**src/rtl/cache_fill_ctrl_if.sv**
```systemverilog
// Pipelined main-memory port shared by the I/D fill controller (master) and memory (slave).
interface cache_fill_ctrl_if #(
  parameter int unsigned ADDR_W = 16,
  parameter int unsigned DATA_W = 16
);
  logic              mem_enable;
  logic              mem_wr;
  logic [ADDR_W-1:0] mem_addr;
  logic [DATA_W-1:0] mem_data_out;
  logic [DATA_W-1:0] mem_data_in;
  logic              mem_data_valid;

  modport master (
    output mem_enable, mem_wr, mem_addr, mem_data_out,
    input  mem_data_in, mem_data_valid
  );

  modport slave (
    input  mem_enable, mem_wr, mem_addr, mem_data_out,
    output mem_data_in, mem_data_valid
  );
endinterface

```
**src/rtl/cache_fill_ctrl.sv**
```systemverilog
// Miss/fill controller: arbitrates D stores, D load misses and I misses onto the
// shared pipelined memory, streams block fills into the caches and writes tags.
module cache_fill_ctrl #(
  parameter  int unsigned WORDS   = 8,
  parameter  int unsigned MEM_LAT = 4,
  parameter  int unsigned ADDR_W  = 16,
  localparam int unsigned DATA_W  = 16,
  localparam int unsigned IDX_W   = $clog2(WORDS)
) (
  input  logic              clk,
  input  logic              rst_n,
  input  logic              i_miss_i,
  input  logic [ADDR_W-1:0] i_miss_addr_i,
  input  logic              d_miss_i,
  input  logic [ADDR_W-1:0] d_miss_addr_i,
  input  logic              d_write_i,
  input  logic [ADDR_W-1:0] d_wr_addr_i,
  input  logic [DATA_W-1:0] d_wr_data_i,
  cache_fill_ctrl_if.master mem,
  output logic              i_fill_we_o,
  output logic              d_fill_we_o,
  output logic [IDX_W-1:0]  fill_word_idx_o,
  output logic [DATA_W-1:0] fill_data_o,
  output logic [ADDR_W-1:0] fill_blk_addr_o,
  output logic              i_tag_we_o,
  output logic              d_tag_we_o,
  output logic              i_stall_o,
  output logic              d_stall_o
);

  localparam logic [ADDR_W-1:0] BLK_MASK = ~ADDR_W'(2 * WORDS - 1);
  localparam logic [IDX_W-1:0]  LAST_IDX = IDX_W'(WORDS - 1);

  typedef enum logic [1:0] {
    S_IDLE,
    S_WRITE,
    S_REQ,
    S_DRAIN
  } state_e;

  state_e              state_q, state_d;
  logic [IDX_W-1:0]    req_cnt_q, req_cnt_d;
  logic [IDX_W-1:0]    rx_cnt_q, rx_cnt_d;
  logic [ADDR_W-1:0]   blk_q, blk_d;
  logic                tgt_i_q, tgt_i_d;
  logic [MEM_LAT-1:0]  rd_pipe_q, rd_pipe_d;

  logic rd_issue_c;
  logic accept_c;
  logic last_c;
  logic dispatch_c;
  logic d_miss_ok_c;
  logic i_miss_ok_c;

  // State register; the read pipe remembers which cycles issued reads for the
  // current fill, so responses to reads orphaned by a reset are never accepted.
  always_ff @(posedge clk) begin
    if (!rst_n) begin
      state_q   <= S_IDLE;
      req_cnt_q <= '0;
      rx_cnt_q  <= '0;
      blk_q     <= '0;
      tgt_i_q   <= 1'b0;
      rd_pipe_q <= '0;
    end else begin
      state_q   <= state_d;
      req_cnt_q <= req_cnt_d;
      rx_cnt_q  <= rx_cnt_d;
      blk_q     <= blk_d;
      tgt_i_q   <= tgt_i_d;
      rd_pipe_q <= rd_pipe_d;
    end
  end

  // Next state, memory request and fill bookkeeping.
  always_comb begin
    state_d          = state_q;
    req_cnt_d        = req_cnt_q;
    rx_cnt_d         = rx_cnt_q;
    blk_d            = blk_q;
    tgt_i_d          = tgt_i_q;
    mem.mem_enable   = 1'b0;
    mem.mem_wr       = 1'b0;
    mem.mem_addr     = '0;
    mem.mem_data_out = '0;

    rd_issue_c = (state_q == S_REQ);
    rd_pipe_d  = MEM_LAT'({rd_pipe_q, rd_issue_c});
    accept_c   = mem.mem_data_valid && rd_pipe_q[MEM_LAT-1] &&
                 ((state_q == S_REQ) || (state_q == S_DRAIN));
    last_c     = accept_c && (rx_cnt_q == LAST_IDX);

    // The miss being retired is still held high during its tag-write cycle.
    d_miss_ok_c = d_miss_i && !(last_c && !tgt_i_q);
    i_miss_ok_c = i_miss_i && !(last_c && tgt_i_q);
    dispatch_c  = (state_q == S_IDLE) || last_c;

    unique case (state_q)
      S_WRITE: begin
        mem.mem_enable   = 1'b1;
        mem.mem_wr       = 1'b1;
        mem.mem_addr     = d_wr_addr_i;
        mem.mem_data_out = d_wr_data_i;
        state_d          = S_IDLE;
      end
      S_REQ: begin
        mem.mem_enable = 1'b1;
        mem.mem_addr   = blk_q + ADDR_W'({req_cnt_q, 1'b0});
        req_cnt_d      = req_cnt_q + IDX_W'(1);
        if (req_cnt_q == LAST_IDX) begin
          state_d = S_DRAIN;
        end
      end
      default: ;
    endcase

    if (accept_c) begin
      rx_cnt_d = rx_cnt_q + IDX_W'(1);
    end

    // Arbitration: the memory stage is older, so stores and D misses win.
    if (dispatch_c) begin
      state_d = S_IDLE;
      if (d_write_i) begin
        state_d = S_WRITE;
      end else if (d_miss_ok_c) begin
        state_d   = S_REQ;
        blk_d     = d_miss_addr_i & BLK_MASK;
        tgt_i_d   = 1'b0;
        req_cnt_d = '0;
        rx_cnt_d  = '0;
      end else if (i_miss_ok_c) begin
        state_d   = S_REQ;
        blk_d     = i_miss_addr_i & BLK_MASK;
        tgt_i_d   = 1'b1;
        req_cnt_d = '0;
        rx_cnt_d  = '0;
      end
    end
  end

  assign fill_data_o     = mem.mem_data_in;
  assign fill_word_idx_o = rx_cnt_q;
  assign fill_blk_addr_o = blk_q;
  assign i_fill_we_o     = accept_c && tgt_i_q;
  assign d_fill_we_o     = accept_c && !tgt_i_q;
  assign i_tag_we_o      = last_c && tgt_i_q;
  assign d_tag_we_o      = last_c && !tgt_i_q;
  assign i_stall_o       = i_miss_i;
  assign d_stall_o       = d_miss_i || (d_write_i && (state_q != S_WRITE));

endmodule

```
**src/flat_wrapper.sv**
```systemverilog
// flat-port wrapper written by rule: the top's interface ports become plain ports
module cache_fill_ctrl_flat 
#(
  parameter  int unsigned WORDS   = 8,
  parameter  int unsigned MEM_LAT = 4,
  parameter  int unsigned ADDR_W  = 16,
  localparam int unsigned DATA_W  = 16,
  localparam int unsigned IDX_W   = $clog2(WORDS)
)
  (clk, rst_n, i_miss_i, i_miss_addr_i, d_miss_i, d_miss_addr_i, d_write_i, d_wr_addr_i, d_wr_data_i, i_fill_we_o, d_fill_we_o, fill_word_idx_o, fill_data_o, fill_blk_addr_o, i_tag_we_o, d_tag_we_o, i_stall_o, d_stall_o, mem_mem_enable, mem_mem_wr, mem_mem_addr, mem_mem_data_out, mem_mem_data_in, mem_mem_data_valid);
  cache_fill_ctrl_if #(.ADDR_W(ADDR_W), .DATA_W(16)) mem_i ();
  input  logic clk;
  input  logic rst_n;
  input  logic i_miss_i;
  input  logic [ADDR_W-1:0] i_miss_addr_i;
  input  logic d_miss_i;
  input  logic [ADDR_W-1:0] d_miss_addr_i;
  input  logic d_write_i;
  input  logic [ADDR_W-1:0] d_wr_addr_i;
  input  logic [DATA_W-1:0] d_wr_data_i;
  output logic i_fill_we_o;
  output logic d_fill_we_o;
  output logic [IDX_W-1:0] fill_word_idx_o;
  output logic [DATA_W-1:0] fill_data_o;
  output logic [ADDR_W-1:0] fill_blk_addr_o;
  output logic i_tag_we_o;
  output logic d_tag_we_o;
  output logic i_stall_o;
  output logic d_stall_o;
  output wire logic [$bits(mem_i.mem_enable)-1:0] mem_mem_enable;
  output wire logic [$bits(mem_i.mem_wr)-1:0] mem_mem_wr;
  output wire logic [$bits(mem_i.mem_addr)-1:0] mem_mem_addr;
  output wire logic [$bits(mem_i.mem_data_out)-1:0] mem_mem_data_out;
  input wire logic [$bits(mem_i.mem_data_in)-1:0] mem_mem_data_in;
  input wire logic [$bits(mem_i.mem_data_valid)-1:0] mem_mem_data_valid;
  assign mem_mem_enable = mem_i.mem_enable;
  assign mem_mem_wr = mem_i.mem_wr;
  assign mem_mem_addr = mem_i.mem_addr;
  assign mem_mem_data_out = mem_i.mem_data_out;
  assign mem_i.mem_data_in = mem_mem_data_in;
  assign mem_i.mem_data_valid = mem_mem_data_valid;
  cache_fill_ctrl #(.WORDS(WORDS), .MEM_LAT(MEM_LAT), .ADDR_W(ADDR_W)) u_core (.clk(clk), .rst_n(rst_n), .i_miss_i(i_miss_i), .i_miss_addr_i(i_miss_addr_i), .d_miss_i(d_miss_i), .d_miss_addr_i(d_miss_addr_i), .d_write_i(d_write_i), .d_wr_addr_i(d_wr_addr_i), .d_wr_data_i(d_wr_data_i), .mem(mem_i), .i_fill_we_o(i_fill_we_o), .d_fill_we_o(d_fill_we_o), .fill_word_idx_o(fill_word_idx_o), .fill_data_o(fill_data_o), .fill_blk_addr_o(fill_blk_addr_o), .i_tag_we_o(i_tag_we_o), .d_tag_we_o(d_tag_we_o), .i_stall_o(i_stall_o), .d_stall_o(d_stall_o));
endmodule
```
**config.mk**
```make
export PLATFORM = sky130hd
export DESIGN_NAME = cache_fill_ctrl_flat
export DESIGN_NICKNAME = d
export VERILOG_FILES = /design/src/rtl/cache_fill_ctrl_if.sv /design/src/rtl/cache_fill_ctrl.sv /design/src/flat_wrapper.sv
export SDC_FILE = /design/constraint.sdc
export NUM_CORES = 1
export LEC_CHECK = 0
export ABC_AREA = 1
export CORE_ASPECT_RATIO = 0.75
export CORE_UTILIZATION = 32
export DETAILED_ROUTE_END_ITERATION = 12
export GPL_ROUTABILITY_DRIVEN = 0
export PLACE_DENSITY = 0.77
export SYNTH_ARGS = -nofsm -noshare
export SYNTH_HDL_FRONTEND = slang
export SYNTH_SLANG_ARGS = --single-unit
```
**constraint.sdc**
```tcl
create_clock -name clk -period 2.2 [get_ports clk]
set_input_delay 0.66 -clock clk [delete_from_list [all_inputs] [get_ports clk]]
set_output_delay 0.66 -clock clk [all_outputs]
set_load 0.01 [all_outputs]
```
==> results of run 1 <==
-- state kept, by name, indices dropped and copies added, names as in the netlist --
register                count
u_core.fill_blk_addr_o     12
u_core.rd_pipe_q            4
u_core.fill_word_idx_o      3
u_core.req_cnt_q            3
u_core.state_q              2
u_core.tgt_i_q              1
-- worst min-delay path by stage --
stage                                        start                              to  slack (ns)  depth (start not counted)
floorplan           u_core.rd_pipe_q[0]$_SDFF_PN0_  u_core.rd_pipe_q[1]$_SDFF_PN0_        0.39                          2
global placement    u_core.rd_pipe_q[0]$_SDFF_PN0_  u_core.rd_pipe_q[1]$_SDFF_PN0_        0.39                          2
detailed placement  u_core.rd_pipe_q[0]$_SDFF_PN0_  u_core.rd_pipe_q[1]$_SDFF_PN0_        0.40                          2
CTS                 u_core.rd_pipe_q[0]$_SDFF_PN0_  u_core.rd_pipe_q[1]$_SDFF_PN0_        0.43                          2
global route        u_core.rd_pipe_q[0]$_SDFF_PN0_  u_core.rd_pipe_q[1]$_SDFF_PN0_        0.45                          2
finish              u_core.rd_pipe_q[0]$_SDFF_PN0_  u_core.rd_pipe_q[1]$_SDFF_PN0_        0.42                          2
-- routing by layer --
metal  track usage, %  wire length, um  vias up  part of all wire [%]
li1                 -                -     1125                     -
met1             19.5             2500     1001                    41
met2             37.6             3090       89                    51
met3             5.00              427       11                   7.0
met4             4.03               82        0                   1.3
met5                0                0        -                     0
-- metrics by stage --
stage	TNS (ns)	hold WS, ns	area, um^2
floorplan	0	0.390	1890
CTS	0	0.426	3250
detailed placement	-13.48	0.397	3130
global placement	-12.92	0.393	3130
global route	-0.000322	0.453	3240
finish	0	0.423	3240
-- placed cells by master (no fill, tap or decap), drive strengths merged, types with 5 or more instances in the layout --
cell type / count
a21oi: 18
buf: 45
clkbuf: 8
clkdlybuf4s50: 75
dfxtp: 25
dlygate4sd2: 20
ha: 9
inv: 46
mux2i: 5
nand2: 110
nand3: 17
nor2: 30
-- repair_timing --
item | CTS | global route
buffers inserted | 6 | 0
gates cloned | 1 | 2
hold buffers | 0 | 0
endpoints found under the setup margin | 40 | 30
pin swaps | 2 | 5
gates resized for setup | 99 | 27
-- power by group --
| part | switching (W) | leakage [nW] | total, W | internal (W) |
|---|---|---|---|---|
| Combinational | 0.000947 | 1.51 | 0.00190 | 0.000953 |
| Sequential | 0.0000693 | 0.206 | 0.000616 | 0.000547 |
| Clock | 0.000152 | 0.0255 | 0.000279 | 0.000127 |
-- worst register-to-register path, cell delays in order, from the launching register on --
cell and delay [ns]:
dfxtp_2 0.35, buf_6 0.11, ha_4 0.18, nor2_4 0.05
nor2_4 0.15, nand3_2 0.10, buf_4 0.14, buf_4 0.12
buf_4 0.13, nand2_2 0.05, nand2_2 0.06, nand2_4 0.12
buf_12 0.13, nand2_1 0.05, nand2_1 0.06, nor2_1 0.06
-- area by class of cell --
class,count,area share (%)
timing repair buffer,146,42.0
multi-input combinational,202,32.8
sequential,25,15.6
inverter,46,5.33
tap,75,2.90
clock buffer,3,1.27
clock inverter,1,0.154
-- logic make-up after synthesis --
logic type      share of synthesized area (%)
simple gates                             36.3
buf+inv                                  22.0
flops                                    26.6
compound gates                           5.73
fa+ha+maj                                5.99
mux                                      2.66
other cells                             0.200
xor+xnor                                0.466
==> summary.txt, run 1 <==
Synth
  – Count leader, synth: nand2_1
  – Warnings from Yosys: 0
  – Top cell type by total area after synthesis: dfxtp_1
  – Yosys top cell area share: 26.6%
  – Cell area after synthesis: 0.00188 mm^2
  – Unique cell type count in the Yosys netlist: 24
  – Syn_area_per_cell: 6.14 um^2
  – Synth Flop Type: dfxtp_1
  – Post-synth EDFFs: 0
  – Synth top cells by count: 107 x nand2_1, 45 x inv_1, 29 x nor2_1, 25 x dfxtp_1, 22 x buf_4
  – Async SR Flop Fraction: 0%
  – Seq/Total Area, Yosys: 26.6%
  – #FFs+latches synth: 25
  – Mapped Cells: 306
  – Largest cells by area after synthesis: dfxtp_1 27%, nand2_1 21%, inv_1 9.0%

Floorplan
  – Die ar.: 0.00619 mm^2
  – Row count: 23
  – Core box area: 0.00550 mm^2
  – DIE WIDTH: 90.5 um
  – Initial core utilization: 34.2%
  – Die height: 68.4 um
  – I/O pin cnt: 161

Run
  – Max_cap viols: 0

Placed design
  – Dpl ws: -0.531 ns
  – Port bufs: 116
  – Final HPWL DP: 4430 um
  – Placed insts: 487

Layout
  – Area delta synth->final: 72.4%
  – Final Net Count: 519
  – Reg area: 504 um^2
  – Layout cell share with drive strength beyond 1: 18.4%
  – Multi-input gate area: 0.00106 mm^2
  – Fillers: 575
  – Final Core Density: 59.0%
  – Fin cells: 498
  – Antenna Cells: 0

Drt
  – Routed WL: 6100 um
  – Drt drc: 0
  – Post-detailed-route wirelength per cell: 12.2 um
  – Via count: 2,226
  – Drt via density: 4.47
  – Pre-antenna DRT Iters: 4
  – Post-route ant nets: 0
  – Initial DRC count: 68

Power
  – Power Density: 862 mW/mm^2
  – Final Power: 0.00279 W
  – Pleak: 1.74 nW
  – Peak supply drop: 0.000357 V

Clocking
  – CTS tree: done
  – Total CTS buffers: 3
  – CTS Buffer Depth: 2
  – Skew-Pair Late Insertion Delay: 0.27 ns
  – Sink Count: 25
  – CTS clk-pin slew, worst paths: 0.09 ns
  – Depth of the CTS H-tree: 1
  – Clock root buffer: clkbuf_8

Worst setup path
  – Setup slack, reg-to-reg: 0.24 ns
  – Critical path buffers and inverters: 3
  – CP Capture Type: output pin
  – Worst path cell trace: clkdlybuf4s50_1 -> nand2_1 -> inv_1 -> dlygate4sd2_1
  – Worst Reg2Reg Path Length in Cells: 15
  – CP Depth: 4
  – Setup crit start kind: primary input
  – CP Class: primary input to output pin
  – Maximum fanout along the worst path: 1
  – Reg-to-reg endpoint: u_core.fill_blk_addr_o[15]$_SDFFE_PN0P_
  – Critical path data arrival time: 1.48 ns
  – Critical path startpoint: d_wr_addr_i[0]
  – CP max stage delay: 0.47 ns
  – CP delay by family, top: buffers and inverters
  – Crit path max-delay cell type: clkdlybuf4s50_1
  – CP Data Required Time: 1.54 ns
  – Critical R2R Launch: u_core.state_q[1]$_SDFFE_PN0P_
  – Critical Path Sink: mem_mem_addr[0]

Outcome
  – Status: complete, no violations

Timing
  – Final setup violation count: 0
  – Final hold vios: 0
  – Fmax: 0.467 GHz
  – Final WS setup: 0.0576 ns
  – Clock skew: 0.00756 ns
  – Period Utilization, post-route: 97.4%
  – Fin. max-slew vios: 0
  – Post-layout minimum cycle time: 2.14 ns

Global routing
  – Gr usage total: 18.5%
  – Initial antenna violation count: 0
  – Global-route wire length before repair: 9150 um
  – Congestion Overflow GR: 0
  – Number of global-route vias before repair: 2,101
  – Largest net degree at the start of global routing: 19

Min path
  – Min-delay worst type: register to register
(Power assumes the default switching activity.)
==> inputs of run 2 (changes only) <==
--- a/config.mk
+++ b/config.mk
@@ -6,11 +6,14 @@
 export NUM_CORES = 1
 export LEC_CHECK = 0
 export ABC_AREA = 1
+export ABC_CLOCK_PERIOD_IN_PS = 2200
 export CORE_ASPECT_RATIO = 0.75
-export CORE_UTILIZATION = 32
+export CORE_UTILIZATION = 33
+export CTS_BUF_LIST = sky130_fd_sc_hd__clkbuf_2
 export DETAILED_ROUTE_END_ITERATION = 12
 export GPL_ROUTABILITY_DRIVEN = 0
-export PLACE_DENSITY = 0.77
+export MAX_ROUTING_LAYER = met4
+export PLACE_DENSITY = 0.79
 export SYNTH_ARGS = -nofsm -noshare
 export SYNTH_HDL_FRONTEND = slang
 export SYNTH_SLANG_ARGS = --single-unit
==> summary.txt, run 2 (same netlist as run 1, synthesis figures left out) <==
Layout
  – Final Core Density: 61.5% (was 59.0%)
  – Flip-flop count of the largest register after layout: 12 (unchanged)
  – Reg area: 503 um^2 (was 504 um^2)
  – Fillers: 537 (was 575)
  – Layout cell share with drive strength beyond 1: 28.8% (was 18.4%)
  – Multi-input gate area: 0.00112 mm^2 (was 0.00106 mm^2)
  – Antenna Cells: 0 (unchanged)
  – Final Net Count: 523 (was 519)
  – Commonest non-fill, non-tap cell in the layout: nand2_1 (unchanged)
  – Area delta synth->final: 77.2% (was 72.4%)
  – Highest-count cells in the layout ignoring fill and taps: 100 x nand2_1, 75 x clkdlybuf4s50_1, 38 x inv_1 (was 104 x nand2_1, 75 x clkdlybuf4s50_1, 43 x inv_1)

Timing
  – Clock skew: 0.0223 ns (was 0.00756 ns)
  – Fmax: 0.434 GHz (was 0.467 GHz)
  – Period Utilization, post-route: 105% (was 97.4%)
  – Final setup violation count: 25 (was 0)
  – Final WS setup: -0.102 ns (was 0.0576 ns)
  – Final hold vios: 0 (unchanged)
  – RSZ-0062 raised after global routing: yes
  – Fin. max-slew vios: 0 (unchanged)
  – Post-layout minimum cycle time: 2.30 ns (was 2.14 ns)

Drt
  – Initial DRC count: 104 (was 68)
  – Post-detailed-route wirelength per cell: 12.0 um (was 12.2 um)
  – Routed WL: 6030 um (was 6100 um)
  – Drt via density: 4.36 (was 4.47)
  – Pre-antenna DRT Iters: 4 (unchanged)
  – Drt drc: 0 (unchanged)
  – Via count: 2,189 (was 2,226)
  – Post-route ant nets: 0 (unchanged)

Clocking
  – Depth of the CTS H-tree: 1 (unchanged)
  – Total CTS buffers: 3 (unchanged)
  – Skew-Pair Late Insertion Delay: 0.37 ns (was 0.27 ns)
  – CTS Buffer Depth: 2 (unchanged)
  – CTS hold repair buffers: 0 (unchanged)
  – Clock root buffer: clkbuf_2 (was clkbuf_8)
  – CTS tree: done (unchanged)
  – CTS clk-pin slew, worst paths: 0.24 ns (was 0.09 ns)
  – Sink Count: 25 (unchanged)

Global routing
  – Largest net degree at the start of global routing: 29 (was 19)
  – Initial antenna violation count: 0 (unchanged)
  – Global-route wire length before repair: 9040 um (was 9150 um)
  – Congestion Overflow GR: 0 (unchanged)
  – Number of global-route vias before repair: 1,989 (was 2,101)
  – Gr usage total: 20.3% (was 18.5%)

Outcome
  – Status: finished with violations (was complete, no violations)
  – Failing checks: setup timing

Worst setup path
  – Worst path cell trace: buf_6 -> inv_6 -> ha_4 -> buf_6 -> buf_12 -> nand2_1 -> a21oi_2 -> buf_2 (was clkdlybuf4s50_1 -> nand2_1 -> inv_1 -> dlygate4sd2_1)
  – Maximum fanout along the worst path: 5 (was 1)
  – Setup slack, reg-to-reg: 0.20 ns (was 0.24 ns)
  – CP Data Required Time: 1.54 ns (about the same)
  – Crit path max-delay cell type: dfxtp_2 (was clkdlybuf4s50_1)
  – CP Class: register to output pin (was primary input to output pin)
  – CP max stage delay: 0.39 ns (was 0.47 ns)
  – Crit path top cell by count: buf_6
  – Critical path data arrival time: 1.64 ns (was 1.48 ns)
  – Setup crit start kind: register (was primary input)
  – CP delay by family, top: buffers and inverters (unchanged)
  – CP Capture Type: output pin (unchanged)
  – Critical path buffers and inverters: 5 (was 3)

Placed design
  – Port bufs: 116 (unchanged)
  – Final HPWL DP: 4270 um (was 4430 um)

Min path
  – Min-delay worst type: register to register (unchanged)

Floorplan
  – Core box area: 0.00541 mm^2 (was 0.00550 mm^2)
  – Initial core utilization: 34.7% (was 34.2%)
  – I/O pin cnt: 161 (unchanged)
  – DIE WIDTH: 89.1 um (was 90.5 um)
  – Die ar.: 0.00600 mm^2 (was 0.00619 mm^2)
  – Row count: 23 (unchanged)
  – Die height: 67.4 um (was 68.4 um)

Power
  – Power Density: 923 mW/mm^2 (was 862 mW/mm^2)
  – Peak supply drop: 0.000395 V (was 0.000357 V)
  – Final Power: 0.00307 W (was 0.00279 W)
  – Pleak: 1.72 nW (was 1.74 nW)

Run
  – Max_cap viols: 0 (unchanged)
run 2: changes by cell type in the layout (fill, tap and decap cells not counted), sizes merged:
| cell | delta |
|---|---|
| buf | +21 |
| dlygate4sd2 | -18 |
| clkinv | -1 |
| clkinvlp | +1 |
| clkbuf | +2 |
| clkdlybuf4s15 | -1 |
run 2: through the flow:
stage | std cells | hold WS, ns | instance area (um^2) | TNS (ns) | setup slack, ns
4_1_cts | 501 | 0.440 | 3270 | -1.39 | -0.103
3_5_place_dp | 486 | 0.407 | 3120 | -15.30 | -0.626
6_report | 502 | 0.437 | 3330 | -1.26 | -0.102
5_1_grt | 502 | 0.455 | 3330 | -4.63 | -0.205
2_1_floorplan | 309 | 0.390 | 1890 | 0 | 0.119
3_3_place_gp | 486 | 0.398 | 3120 | -14.78 | -0.631
run 2: timing repair:
item,4_1_cts,5_1_grt
buffers inserted,9,2
gates cloned,2,0
endpoints found under the setup margin,40,39
hold endpoints to repair,0,0
pin swaps,5,6
resized for setup,184,27
run 2: final cells by class:
| class | instances | area share, % |
|---|---|---|
| Timing Repair Buffer | 150 | 42.3 |
| Multi-Input combinational cell | 202 | 33.6 |
| Sequential cell | 25 | 15.1 |
| Inverter | 46 | 5.49 |
| Tap cell | 75 | 2.82 |
| Clock buffer | 3 | 0.451 |
| Clock inverter | 1 | 0.225 |
run 2: final timing paths:
path	startpoint	to	cells past startpoint
min reg2reg	u_core.rd_pipe_q[2]$_SDFF_PN0_	u_core.rd_pipe_q[3]$_SDFF_PN0_	2
min	u_core.rd_pipe_q[2]$_SDFF_PN0_	u_core.rd_pipe_q[3]$_SDFF_PN0_	2
max reg2reg	u_core.state_q[0]$_SDFFE_PN0P_	u_core.req_cnt_q[1]$_SDFF_PN0_	13
max	u_core.state_q[0]$_SDFFE_PN0P_	mem_mem_addr[6]	8
run 2: report_power, final:
part           switching, W  internal, W  total, W  leakage [nW]
sequential        0.0000751     0.000547  0.000622         0.205
combinational       0.00107      0.00119   0.00226          1.51
clock              0.000151    0.0000421  0.000193        0.0126
run 2: layer usage:
layer | track usage, % | up-vias | wire [um]
li1 | - | 1137 | -
met1 | 23.5 | 960 | 2550
met2 | 36.6 | 90 | 2990
met3 | 3.42 | 2 | 473
met4 | 5.16 | 0 | 21
met5 | - | - | 0
run 2: worst register-to-register path: stages (launching register included):
cell and delay, ns:
dfxtp_2 0.39, buf_6 0.12, inv_6 0.06, ha_4 0.16, nor2_2 0.06, nor2_4 0.15, nand3_4 0.11, buf_4 0.15
buf_4 0.19, nand2_2 0.08, nand2_1 0.06, nand2_2 0.09, buf_12 0.17, nor3b_2 0.20
==> inputs of run 3 (changes only) <==
--- a/config.mk
+++ b/config.mk
@@ -8,8 +8,10 @@
 export ABC_AREA = 1
 export ABC_CLOCK_PERIOD_IN_PS = 2200
 export CORE_ASPECT_RATIO = 0.75
+export CORE_MARGIN = 1
 export CORE_UTILIZATION = 33
 export CTS_BUF_LIST = sky130_fd_sc_hd__clkbuf_2
+export CTS_CLUSTER_SIZE = 16
 export DETAILED_ROUTE_END_ITERATION = 12
 export GPL_ROUTABILITY_DRIVEN = 0
 export MAX_ROUTING_LAYER = met4
==> constraint.sdc (replaced) <==
create_clock -name clk -period 2.2 [get_ports clk]
set_input_delay 0.33 -clock clk [delete_from_list [all_inputs] [get_ports clk]]
set_output_delay 0.33 -clock clk [all_outputs]
set_load 0.01 [all_outputs]
==> summary.txt, run 3 (same netlist as run 1, synthesis figures left out) <==
Timing
  – Fmax: 0.481 GHz (was 0.434 GHz)
  – Period Utilization, post-route: 94.4% (was 105%)
  – RSZ-0062 raised after global routing: yes (unchanged)
  – Final setup violation count: 0 (was 25)
  – Final hold vios: 0 (unchanged)
  – Fin. max-slew vios: 0 (unchanged)
  – Clock skew: 0.00317 ns (was 0.0223 ns)
  – Setup_tns: 0 ns (was -1.26 ns)
  – Worst Hold Slack: 0.429 ns (was 0.437 ns)
  – Post-layout minimum cycle time: 2.08 ns (was 2.30 ns)
  – Final WS setup: 0.123 ns (was -0.102 ns)

Min path
  – Min-delay worst type: register to register (unchanged)

Global routing
  – Initial antenna violation count: 0 (unchanged)
  – Largest net degree at the start of global routing: 29 (unchanged)
  – Number of global-route vias before repair: 1,858 (was 1,989)
  – Gr usage total: 19.8% (was 20.3%)
  – Global-route wire length before repair: 8830 um (was 9040 um)
  – Congestion Overflow GR: 0 (unchanged)

Power
  – Power Density: 812 mW/mm^2 (was 923 mW/mm^2)
  – Pleak: 1.76 nW (was 1.72 nW)
  – Peak supply drop: 0.000352 V (was 0.000395 V)

Worst setup path
  – CP max stage delay: 0.41 ns (was 0.39 ns)
  – Reg-to-reg endpoint: u_core.fill_blk_addr_o[10]$_SDFFE_PN0P_ (was u_core.req_cnt_q[1]$_SDFF_PN0_)
  – CP Data Required Time: 1.87 ns (was 1.54 ns)
  – CP Class: register to output pin (unchanged)
  – Crit path max-delay cell type: dfxtp_2 (unchanged)
  – Worst Reg2Reg Path Length in Cells: 13 (unchanged)
  – Critical Path Sink: mem_mem_addr[5] (was mem_mem_addr[6])
  – Critical R2R Launch: u_core.state_q[0]$_SDFFE_PN0P_ (unchanged)
  – Setup slack, reg-to-reg: 0.27 ns (was 0.20 ns)
  – Critical path data arrival time: 1.75 ns (was 1.64 ns)
  – Maximum fanout along the worst path: 15 (was 5)
  – Critical path buffers and inverters: 4 (was 5)
  – CP delay by family, top: buffers and inverters (unchanged)
  – Worst path cell trace: inv_2 -> ha_4 -> clkinvlp_4 -> buf_12 -> a21oi_1 -> dlygate4sd2_1 (was buf_6 -> inv_6 -> ha_4 -> buf_6 -> buf_12 -> nand2_1 -> a21oi_2 -> buf_2)
  – CP Depth: 6 (was 8)
  – Setup crit start kind: register (unchanged)
  – CP Capture Type: output pin (unchanged)
  – Critical path startpoint: u_core.state_q[1]$_SDFFE_PN0P_ (was u_core.state_q[0]$_SDFFE_PN0P_)

Drt
  – Post-route ant nets: 0 (unchanged)
  – Via count: 2,093 (was 2,189)
  – Drt drc: 0 (unchanged)
  – Routed WL: 5800 um (was 6030 um)
  – Post-detailed-route wirelength per cell: 12.0 um (about the same)
  – Initial DRC count: 129 (was 104)
  – Drt via density: 4.34 (was 4.36)
  – Pre-antenna DRT Iters: 4 (unchanged)

Clocking
  – Total CTS buffers: 3 (unchanged)
  – Sink Count: 25 (unchanged)
  – Depth of the CTS H-tree: 1 (unchanged)
  – CTS tree: done (unchanged)
  – CTS Buffer Depth: 2 (unchanged)
  – Skew-Pair Late Insertion Delay: 0.34 ns (was 0.37 ns)
  – CTS clk-pin slew, worst paths: 0.24 ns (about the same)
  – Clock root buffer: clkbuf_2 (unchanged)

Layout
  – Fin cells: 482 (was 502)
  – Commonest non-fill, non-tap cell in the layout: nand2_1 (unchanged)
  – Layout cell share with drive strength beyond 1: 10.8% (was 28.8%)
  – Design Area, Final: 0.00311 mm^2 (was 0.00333 mm^2)
  – Final Net Count: 503 (was 523)
  – Highest-count cells in the layout ignoring fill and taps: 107 x nand2_1, 78 x clkdlybuf4s50_1, 42 x inv_1 (was 100 x nand2_1, 75 x clkdlybuf4s50_1, 38 x inv_1)
  – Area delta synth->final: 65.3% (was 77.2%)
  – Antenna Cells: 0 (unchanged)
  – Fillers: 513 (was 537)
  – Flip-flop count of the largest register after layout: 12 (unchanged)

Run
  – Max_cap viols: 0 (unchanged)

Floorplan
  – I/O pin cnt: 161 (unchanged)
  – DIE WIDTH: 89.1 um (unchanged)
  – Die ar.: 0.00600 mm^2 (unchanged)
  – Row count: 23 (unchanged)
  – Die height: 67.4 um (unchanged)
  – Initial core utilization: 34.7% (unchanged)
  – Core box area: 0.00541 mm^2 (unchanged)

Placed design
  – Port bufs: 116 (unchanged)
  – Final HPWL DP: 4190 um (was 4270 um)
  – Dpl ws: 0.0701 ns (was -0.626 ns)
  – Placed instance area: 0.00300 mm^2 (was 0.00312 mm^2)
  – Placed insts: 474 (was 486)

Outcome
  – Status: complete, no violations (was finished with violations)
run 3: cell count changes in the layout (fill, tap and decap cells not counted), moves of 4 or more:
cell / previous run / this run
clkdlybuf4s15_1: 0 / 6
buf_6: 12 / 1
buf_4: 20 / 9
a21oi_2: 14 / 1
dlygate4sd2_1: 2 / 15
a21oi_1: 4 / 17
inv_1: 38 / 42
nand2_2: 9 / 3
dlymetal6s2s_1: 0 / 10
nand2_1: 100 / 107
buf_2: 25 / 0
buf_12: 7 / 3
run 3: timing repair:
item | in CTS | in global routing
hold buffers | 0 | 0
endpoints found under the setup margin | 37 | 25
cloned | 1 | 0
gates resized for setup | 38 | 32
pin swaps | 1 | 0
buffers inserted | 3 | 0
run 3: tightest hold or removal path, delay by kind of cell (launching register included):
| kind | cells | cell delay, ns |
|---|---|---|
| AND/OR/NAND/NOR | 1 | 0.05 |
| flip-flops | 1 | 0.35 |
| buffers and inverters | 1 | 0.03 |
run 3: cell type report:
cell class	count	area, um^2	area share, %
clock buffer	3	15.0	0.483
clock inverter	1	5.00	0.161
inverter	46	176	5.68
multi-input combinational	202	1010	32.5
sequential	25	503	16.2
tap	75	93.8	3.02
timing repair buffer	130	1300	42.0
run 3: power breakdown:
group	internal, W	switching (W)	total [W]
Sequential	0.000547	0.0000689	0.000616
Combinational	0.000851	0.000875	0.00173
Clock	0.0000412	0.000140	0.000182
Total	0.00144	0.00108	0.00252
run 3: how the worst min path moves through the flow:
stage                     depth (start not counted)  slack [ns]                            from                             end
final                                             2        0.43  u_core.rd_pipe_q[1]$_SDFF_PN0_  u_core.rd_pipe_q[2]$_SDFF_PN0_
after global routing                              2        0.46  u_core.rd_pipe_q[0]$_SDFF_PN0_  u_core.rd_pipe_q[1]$_SDFF_PN0_
after CTS                                         2        0.43  u_core.rd_pipe_q[2]$_SDFF_PN0_  u_core.rd_pipe_q[3]$_SDFF_PN0_
after detailed placement                          2        0.40  u_core.rd_pipe_q[1]$_SDFF_PN0_  u_core.rd_pipe_q[2]$_SDFF_PN0_
after global placement                            2        0.39  u_core.rd_pipe_q[0]$_SDFF_PN0_  u_core.rd_pipe_q[1]$_SDFF_PN0_
after floorplan                                   2        0.39  u_core.rd_pipe_q[0]$_SDFF_PN0_  u_core.rd_pipe_q[1]$_SDFF_PN0_
run 3: stage by stage:
step / power [W] / util, %
global route: 0.00276 / 57.4
finish: 0.00252 / 57.4
floorplan: 0.00147 / -
detailed placement: 0.00217 / 55.5
global placement: 0.00214 / 55.5
CTS: 0.00255 / 57.2
run 3: routing by layer:
metal / wire length, um / GRT usage (%) / up-vias / part of all wire [%]
met3: 487 / 2.93 / 2 / 8.4
met4: 15 / 2.98 / 0 / 0.26
met1: 2490 / 23.5 / 899 / 43
li1: - / - / 1093 / -
met5: 0 / - / - / 0
met2: 2810 / 36.4 / 99 / 48
